--- src/rtl/cpu_pkg.sv ---
// rtl/cpu_pkg.sv - shared widths, opcode constants, hazard pair table and FSM state type
package cpu_pkg;

  localparam int ADDR_W  = 8;
  localparam int INSTR_W = 24;

  localparam logic [3:0] OP_BR    = 4'b1001;
  localparam logic [3:0] OP_BRC   = 4'b1010;
  localparam logic [3:0] OP_BRSUB = 4'b1011;
  localparam logic [3:0] OP_RET   = 4'b1100;

  // Each entry is {prev_opcode, cur_opcode}.
  localparam int HAZ_NUM = 8;
  localparam logic [HAZ_NUM-1:0][7:0] HAZ_TABLE = {
    8'h84, 8'h5D, 8'hE5, 8'h1D, 8'hF8, 8'hE8, 8'h2F, 8'h63
  };

  typedef enum logic [1:0] {
    ST_DECODE = 2'd0,
    ST_STALL  = 2'd1,
    ST_FLUSH  = 2'd2
  } id_state_e;

  function automatic logic is_branch(input logic [3:0] op);
    return (op == OP_BR) || (op == OP_BRC) || (op == OP_BRSUB) || (op == OP_RET);
  endfunction

endpackage

--- src/rtl/id_hazard.sv ---
// rtl/id_hazard.sv - combinational lookup of (prev, cur) opcode pairs in the hazard table
module id_hazard
  import cpu_pkg::*;
(
  input  logic [3:0] prev_op_i,
  input  logic [3:0] cur_op_i,
  output logic       hit_o
);

  always_comb begin
    hit_o = 1'b0;
    for (int i = 0; i < HAZ_NUM; i++) begin
      if (HAZ_TABLE[i] == {prev_op_i, cur_op_i}) hit_o = 1'b1;
    end
  end

endmodule

--- src/rtl/id_stg.sv ---
// rtl/id_stg.sv - decode stage: field decode, one-cycle hazard stall, branch resolve and flush
module id_stg #(
  parameter int ADDR_W  = cpu_pkg::ADDR_W,
  parameter int INSTR_W = cpu_pkg::INSTR_W
) (
  input  logic               clk,
  input  logic               reset,
  input  logic [INSTR_W-1:0] instruction,
  input  logic               instr_valid,
  input  logic               Z,
  input  logic               N,
  input  logic               ex_ready,
  output logic               stall,
  output logic               redirect,
  output logic [ADDR_W-1:0]  redirect_addr,
  output logic               dec_valid,
  output logic [3:0]         dec_opcode,
  output logic [1:0]         dec_ra,
  output logic [1:0]         dec_rb,
  output logic [7:0]         dec_imm,
  output logic [ADDR_W-1:0]  dec_pc
);
  import cpu_pkg::*;

  id_state_e          state_q, state_d;
  logic [3:0]         prev_q, prev_d;
  logic [ADDR_W-1:0]  link_q, link_d;
  logic [ADDR_W-1:0]  raddr_q, raddr_d;
  logic               redir_q, redir_d;
  logic               dv_q, dv_d;
  logic [INSTR_W-1:0] word_q, word_d;

  logic [ADDR_W-1:0]  w_addr;
  logic [3:0]         w_op;
  logic [7:0]         w_imm;
  logic               haz_hit, hazard, is_br, taken, ex_block, accept;
  logic [ADDR_W-1:0]  target;

  assign w_addr = instruction[INSTR_W-1 -: ADDR_W];
  assign w_op   = instruction[15:12];
  assign w_imm  = instruction[7:0];

  id_hazard u_hazard (
    .prev_op_i (prev_q),
    .cur_op_i  (w_op),
    .hit_o     (haz_hit)
  );

  // Branch opcodes never appear as the second half of a pair, but redirect still wins.
  assign is_br    = is_branch(w_op);
  assign hazard   = haz_hit && !is_br;
  assign ex_block = dv_q && !ex_ready;
  assign target   = (w_op == OP_RET) ? link_q : ADDR_W'(w_imm);

  always_comb begin
    case (w_op)
      OP_BR, OP_BRSUB, OP_RET: taken = 1'b1;
      OP_BRC:                  taken = instruction[10] ? N : Z;
      default:                 taken = 1'b0;
    endcase
  end

  always_comb begin
    state_d = state_q;
    prev_d  = prev_q;
    link_d  = link_q;
    redir_d = 1'b0;
    raddr_d = raddr_q;
    dv_d    = ex_block;
    word_d  = word_q;
    accept  = 1'b0;

    case (state_q)
      ST_DECODE: begin
        if (instr_valid && !ex_block) begin
          if (hazard) begin
            state_d = ST_STALL;
            prev_d  = '0;
          end else begin
            accept = 1'b1;
          end
        end
      end
      ST_STALL: accept = instr_valid && !ex_block;
      ST_FLUSH: begin
        if (instr_valid) begin
          state_d = ST_DECODE;
          prev_d  = '0;
        end
      end
      default: state_d = ST_DECODE;
    endcase

    if (accept) begin
      state_d = ST_DECODE;
      if (is_br) begin
        if (taken) begin
          redir_d = 1'b1;
          raddr_d = target;
          state_d = ST_FLUSH;
        end
        if (w_op == OP_BRSUB) link_d = w_addr + ADDR_W'(2);
      end else begin
        prev_d = w_op;
        dv_d   = 1'b1;
        word_d = instruction;
      end
    end
  end

  always_ff @(posedge clk) begin
    if (!reset) begin
      state_q <= ST_DECODE;
      prev_q  <= '0;
      link_q  <= '0;
      raddr_q <= '0;
      redir_q <= 1'b0;
      dv_q    <= 1'b0;
      word_q  <= '0;
    end else begin
      state_q <= state_d;
      prev_q  <= prev_d;
      link_q  <= link_d;
      raddr_q <= raddr_d;
      redir_q <= redir_d;
      dv_q    <= dv_d;
      word_q  <= word_d;
    end
  end

  // The wrong-path word in FLUSH is consumed, so fetch must not hold it.
  assign stall         = reset && instr_valid && (state_q != ST_FLUSH) && !accept;
  assign redirect      = redir_q;
  assign redirect_addr = raddr_q;
  assign dec_valid     = dv_q;
  assign dec_opcode    = word_q[15:12];
  assign dec_ra        = word_q[11:10];
  assign dec_rb        = word_q[9:8];
  assign dec_imm       = word_q[7:0];
  assign dec_pc        = word_q[INSTR_W-1 -: ADDR_W];

endmodule

--- config.mk ---
export PLATFORM = sky130hd
export DESIGN_NAME = id_stg
export DESIGN_NICKNAME = d
export VERILOG_FILES = /design/src/rtl/cpu_pkg.sv /design/src/rtl/id_hazard.sv /design/src/rtl/id_stg.sv
export SDC_FILE = /design/constraint.sdc
export NUM_CORES = 1
export LEC_CHECK = 0
export CAP_MARGIN = 10
export CORE_MARGIN = 2
export CORE_UTILIZATION = 42
export DETAILED_ROUTE_END_ITERATION = 7
export GPL_TIMING_DRIVEN = 0
export HOLD_SLACK_MARGIN = 0.02
export PLACE_DENSITY_LB_ADDON = 0.15
export SLEW_MARGIN = 20
export SYNTH_ARGS = -nofsm -noshare
export SYNTH_HDL_FRONTEND = slang
export SYNTH_SLANG_ARGS = --single-unit
--- constraint.sdc ---
create_clock -name clk -period 3.1 [get_ports clk]
set_input_delay 0.93 -clock clk [delete_from_list [all_inputs] [get_ports clk]]
set_output_delay 0.93 -clock clk [all_outputs]
set_load 0.01 [all_outputs]
==> out/results.ini <==
[grt]
grt_overflow = 0
antenna_found_initial = 0
grt_pass1_vias = 1835
grt_pass1_wl_um = 8910
grt_max_degree = 14
grt.total_usage = 0.192

[drt]
avgRoutedWirePerCell_um = 14.4
drtIter0Drc = 81
first_pass_iters = 4
drt_wl_total_um = 5460
drtAntennaViolNets = 0
vias_per_cell = 5.11
drc = 0
num_vias = 1930

[timing]
rsz0062_at_grt = yes
final-max-slew-violation-count = 0
relSlewSlack = 0.576
setup_slack_ps = -62.5
worstMarginPinSlew_ps = 632
hold_viol_final = 0
period_share = 1.02
skew_ps = 8.91
finalSetupViolations = 1
fmax_mhz = 316
whs_ps = 449
min_period_ps = 3160

[yosys]
yosys_warnings = 0
synth_top_area_frac = 0.434
ys_ff_latch = 48
syn_area_um2 = 2220
yosysSeqAreaShare = 0.434
synth_area_leader_cell = dfxtp_1
netlist_top_cells_area = dfxtp_1, mux2i_1, nand2_1
synth_cell_types = 37
synth.net_count = 268
syn_area_per_cell_um2 = 9.35
synth_cells = 237

[cts]
cts.sinks = 48
clkTransAtPathRegs_ps = 90
cts_tree = yes
root_buffer = clkbuf_8
cts_max_level = 2
clockBufferDepth = 2
numCtsBuffers = 5
insertion_delay_ps = 300
postCtsHoldBufs = 0

[cells_and_area]
fillers = 509
seqCellArea_um2 = 961
num_antenna_cells = 0
final_util = 0.603
multi_input_area_um2 = 1220
drive_gt1_frac = 0.0909
final_nets = 338
syn_to_final_growth_pct = 38.9

[flow_run]
cap_violations = 0

[power_and_ir_drop]
power_density_nw_per_um2 = 438
peakVddDrop_uv = 359
total_power_w = 0.00135
power_leakage_nw = 1.31

[die]
fp.coreArea_um2 = 5110
die_y_um = 76.6
fp-row-count = 26
initial_core_util = 0.434
die_area_um2 = 5870
io_pins = 65
fp.dieW_um = 76.6

[outcome]
status = finished, violations left
violations = negative setup slack

[min_path]
min_path_cells = 2
hold_class = flip-flop to flip-flop

[place]
dp_slack_ps = -1070
globalplace.congestion = 0.813
numPortBuffers = 62
dp_hpwl_um = 4020

[worst_setup_path]
end_kind = output pin
reg2reg_slack_ps = 860
startpoint_type = primary input
ff2ff_path_depth = 8
required_ps = 2170
path_class = primary input to output pin
cp.arrival_ps = 2230
critical_path_peak_fanout = 4

## cell usage in the layout, fill, tap and decap left out, types with 2 or more instances in the layout
cell type        Yosys  routed
nand3_1             11      11
clkbuf_2             0       2
clkdlybuf4s50_1      0      58
nand3b_1             2       2
xor2_1               2       2
and2_1               2       2
mux2i_1             30      30
o211a_1             15      15
nor2_1               5       4
dfxtp_1             48      48
o21a_1               2       2
o21ai_1              5       5
o41ai_4              0       2
nor2b_1              3       3
nand2_1             54      54
a21bo_1              4       4
xnor2_1              3       3
nand4_1              4       4
or3b_4               1       2
a21oi_1              4       3
nand2b_1             6       6
clkbuf_1            11      12
or3_1                2       2
buf_6                4       4
and3_1               2       2
buf_4                0       2
nor2_2               1       2
clkbuf_8             0       6
## cells in the mapped netlist (all sizes together)
cell type,instances
nand2,54
dfxtp,48
mux2i,30
o211a,15
clkbuf,11
nand3,11
nand2b,6
nor2,6
o21ai,6
a21bo,4
a21oi,4
buf,4
nand4,4
and2,3
nor2b,3
xnor2,3
and3,2
inv,2
nand3b,2
nor3,2
o21a,2
o41ai,2
or3,2
or3b,2
xor2,2
a2111oi,1
ha,1
mux2,1
nor4,1
o21bai,1
o32ai,1
or4,1
## layer usage
| metal | GRT usage | vias to the layer above | routed length (um) |
|---|---|---|---|
| met4 | 0.0655 | 0 | 110 |
| met5 | 0 | - | 0 |
| met1 | 0.246 | 902 | 2470 |
| met2 | 0.319 | 53 | 2620 |
| li1 | - | 964 | - |
| met3 | 0.0415 | 11 | 253 |
## stage by stage
step                instances  setup TNS, ps  cell area (um2)
floorplan                 237              0             2220
global placement          369          -5650             2930
detailed placement        369          -6640             2930
CTS                       378          -57.6             3060
global route              378           -140             3080
finish                    378          -62.5             3080
## final timing paths
check	endpoint	from
worst max-delay path	stall	instruction[15]
worst min-delay path	word_q[15]	word_q[15]
worst max register to register	dec_valid	prev_q[2]
worst min register to register	word_q[15]	word_q[15]
## flip-flops by register name, summed over array words and instances, names as in the netlist
signal and cells:
word_q 24, link_q 8, redirect_addr 8, prev_q 4, state_q 2, dec_valid 1, redirect 1
## final cells by class
| cell class | instances | share of cell area |
|---|---|---|
| Timing Repair Buffer | 64 | 0.203 |
| Tap cell | 70 | 0.0285 |
| Buffer | 14 | 0.0268 |
| Inverter | 2 | 0.00244 |
| Clock buffer | 8 | 0.0293 |
| Multi-Input combinational cell | 172 | 0.398 |
| Sequential cell | 48 | 0.312 |
## logic make-up after synthesis
family,synth area share
adders and majority gates,0.00565
AOI/OAI and AO/OA,0.146
xor gates and xnor gates,0.0198
buffers and inverters,0.0423
and+or+nand+nor,0.212
DFF,0.434
muxes,0.141
## critical path, cell delays in order
cell,delay [ps]
buf_8,100
or3b_4,400
a2111oi_4,370
o32ai_4,150
a21oi_2,140
buf_2,140
## timing repair
item | CTS | global route
gates cloned | 0 | 0
setup buffers | 2 | 0
pin swaps | 6 | 2
setup endpoints to repair | 1 | 3
hold endpoints to repair | 0 | 0
gates resized for setup | 19 | 6
## where the power goes
| group | switching, W | leakage (nW) | internal (W) |
|---|---|---|---|
| clock | 0.000201 | 0.0455 | 0.000182 |
| sequential | 0.0000236 | 0.392 | 0.000655 |
| combinational | 0.000132 | 0.872 | 0.000156 |
| total | 0.000357 | 1.31 | 0.000993 |
Power figures use the tool's default switching activity.
==> patch 1 (same flow settings) <==
`ADDR_W`: 8 -> 9.
--- a/src/rtl/cpu_pkg.sv
+++ b/src/rtl/cpu_pkg.sv
@@ -2,5 +2,5 @@
 package cpu_pkg;
 
-  localparam int ADDR_W  = 8;
+  localparam int ADDR_W  = 9;
   localparam int INSTR_W = 24;
 
Ports: changed (resized dec_pc and redirect_addr); port bits go from 65 to 67. The function was not compared with the original's and may differ.
==> patch 1 against the unedited design <==
  * Sequential cell count rose by 2
  * Core utilization grew 2.9 points
  * Count of clock-buffer cells in the layout shrank 3
  * Hold slack improved by 0.012 ns
  * Largest cell class is now sequential cells
  * Highest routed layer unchanged
  * Synthesized area is 7.2% lower
  * Power increased by 8.5%
  * Final area decreased by 3.1%
  * Routed wire length decreased by 7.4%
  * Worst setup slack better by 0.090 ns
==> patch 1: results <==
{
  "status": "complete, no violations",
  "arrival_ns": 2.14,
  "synthTopCellsByCount": "50 x dfxtp_1, 26 x a22o_1, 21 x nor2_1, 15 x a211oi_1, 10 x mux2i_1",
  "cp_slowest_cell": "or4b_4",
  "synth_nets": 229,
  "grt_pass1_vias": 1598,
  "layout-drive-gt1-share_pct": 12.7,
  "grt_max_degree": 18,
  "leakagePower_nw": 1.09,
  "synth_cell_types": 45,
  "synth_seq_area_share_pct": 48.7,
  "r2r_start": "prev_q[1]$_SDFF_PN0_",
  "swShare_pct": 25.9,
  "nets": 305,
  "max_stage_delay_ns": 0.54,
  "hpwl_mm": 3.51,
  "synth_compound_area_share_pct": 22.9,
  "detailedPlace.worstSlack_ns": -0.956,
  "syn_area_per_cell_um2": 10.4,
  "num_vias": 1763,
  "dp.cells": 328,
  "drtIter0Drc": 72,
  "regToRegSetupSlack_ns": 1.00,
  "io_buffers": 63,
  "gp_congestion": 0.762,
  "hold_ws_ns": 0.461,
  "hold_start": "redirect_addr[8]$_SDFFE_PN0P_",
  "crit_family": "simple AND/OR/NAND/NOR gates",
  "place_area_um2": 2770,
  "yosys.area_share.adder_pct": 0.609
}
-- patch 1: cell count changes after synthesis, moves of 15 or more --
cell	delta
nand2_1	-48
a22o_1	+26
nor2_1	+16
a211oi_1	+15
o211a_1	-15
mux2i_1	-20
-- patch 1: final cells by class --
class,count,area (um^2)
Fill cell,402,1740
Sequential cell,50,1000
Multi-Input combinational cell,129,967
Timing Repair Buffer,69,676
Buffer,15,123
Tap cell,67,83.8
Clock buffer,5,68.8
Clock inverter,3,48.8
Inverter,4,15.0
-- patch 1: cell families (layout without fill, tap and decap cells) --
kind of cell,count (synthesis),in the layout
AO/OA/AOI/OAI,57,57
AND/OR/NAND/NOR,53,53
flip-flops,50,50
buffers and inverters,19,96
multiplexers,11,11
XOR/XNOR,7,7
adder cells (fa/ha/maj),1,1
-- patch 1: worst max-delay path by stage --
stage,startpoint,endpoint,slack (ns),cells after the start
global placement,instruction[13],stall,-0.94,6
detailed placement,instruction[13],stall,-0.96,6
global route,instruction[15],stall,-0.03,6
finish,instruction[15],stall,0.03,6
CTS,instruction[15],stall,0.003,6
floorplan,instruction[15],stall,0.06,5
-- patch 1: what timing repair did --
| item | 4_1_cts | 5_1_grt |
|---|---|---|
| gates resized for setup | 17 | 4 |
| buffers inserted | 2 | 4 |
| pin swaps | 3 | 3 |
| setup endpoints to repair | 1 | 1 |
-- patch 1: tightest hold or removal path, delay by kind of cell, from the launching register on --
family	cells	cell delay [ns]
flops	1	0.32
simple gates	1	0.05
compound gates	1	0.06
-- patch 1: per-layer routing --
metal	vias up	track usage [%]
li1	894	-
met1	805	26.8
met2	58	28.6
met3	6	4.07
met4	0	6.06
met5	-	0
-- patch 1: power by group through the flow --
stage	clock, mW	sequential, mW	combinational [mW]
6_report	0.479	0.707	0.278
5_1_grt	0.513	0.712	0.299
4_1_cts	0.490	0.706	0.271
3_5_place_dp	0	0.720	0.263
3_3_place_gp	0	0.721	0.262
2_1_floorplan	0	0.734	0.113
==> patch 2 (same settings) <==
Made on the original files. Reset style: asynchronous (`reset`), changed in one clocked block.
--- a/src/rtl/id_stg.sv
+++ b/src/rtl/id_stg.sv
@@ -109,5 +109,5 @@
   end
 
-  always_ff @(posedge clk) begin
+  always_ff @(posedge clk or negedge reset) begin
     if (!reset) begin
       state_q <= ST_DECODE;
Function: differs if reset is asserted again (counterexample within 4 cycles, from zero or initial values and one cycle with reset low); with reset held inactive, the same outputs for 4 cycles.
==> patch 2 against the unedited design <==
  * Hold slack better by 0.060 ns
  * Fmax is 2.5% higher
  * Via count down 20%
  * Worst setup slack better by 0.077 ns
  * Critical path type unchanged
  * Sequential cell count stayed put
  * First-iteration DRC count fell by 12%
  * Synthesized area fell by 0.73%
  * Final cell count is 19% lower
  * Routed wire length decreased by 15%
  * Final area fell by 0.94%
Power is not compared: it rests on default switching activity, and its combinational part moved more than twofold at a synthesized area within 25%.
==> patch 2: results <==
{
  "status": "complete, no violations",
  "grt_max_degree": 30,
  "grt_util_met1_pct": 20.1,
  "synthArstFlopShare_pct": 100,
  "regToRegSetupSlack_ns": 0.94,
  "nets": 265,
  "synth_xor_area_share_pct": 2.39,
  "synth_cell_types": 32,
  "crit_start": "instruction[13]",
  "cp_max_fo": 8,
  "route.met2.wl_mm": 2.36,
  "layout-drive-gt1-share_pct": 30.2,
  "worst_clock_skew_ns": 0.00687,
  "whs_path_depth": 1,
  "gp_congestion": 0.807,
  "hpwl_mm": 3.31,
  "synth_seq_area_share_pct": 54.6,
  "synthTopCellsByCount": "48 x dfrtp_1, 38 x mux2_2, 9 x nor2_1, 7 x a21oi_1",
  "hold_ws_ns": 0.509,
  "cp_slowest_cell": "or3_1",
  "drtIter0Drc": 71,
  "area_delta_synth_final_pct": 38.6,
  "fin_crit_ns": 3.09,
  "grt_pass1_vias": 1593,
  "holdPathEnd": "redirect_addr[1]$_DFFE_PN0P_",
  "r2r-end": "word_q[16]$_DFFE_PN0P_",
  "buf_share_pct": 23.0,
  "dr_wl_met3_um": 174,
  "seq-cell-share_pct": 39.4,
  "nMultiInputCombCells": 104
}
-- patch 2: cell count changes after synthesis, sizes merged, moves of 15 or more --
cell / unedited run / this run
dfxtp: 48 / 0
o211a: 15 / 0
mux2i: 30 / 1
nand2: 54 / 1
mux2: 1 / 43
dfrtp: 0 / 48
-- patch 2: cell families after synthesis --
logic type / Yosys count
buffers and inverters: 11
multiplexers: 44
adder cells (fa/ha/maj): 1
flip-flops: 48
AND/OR/NAND/NOR: 32
AO/OA/AOI/OAI: 21
XOR/XNOR: 6
-- patch 2: repair_timing --
action                     CTS  global route
pin swaps                    4             4
setup buffers                1             0
resized for setup           13             9
setup endpoints to repair    1             1
-- patch 2: through the flow --
stage                     worst slack [ns]  std cells
final                               0.0140        305
after global routing               -0.0277        305
after floorplan                      0.242        163
after detailed placement            -0.759        296
after CTS                           0.0285        305
after global placement               -1.87        295
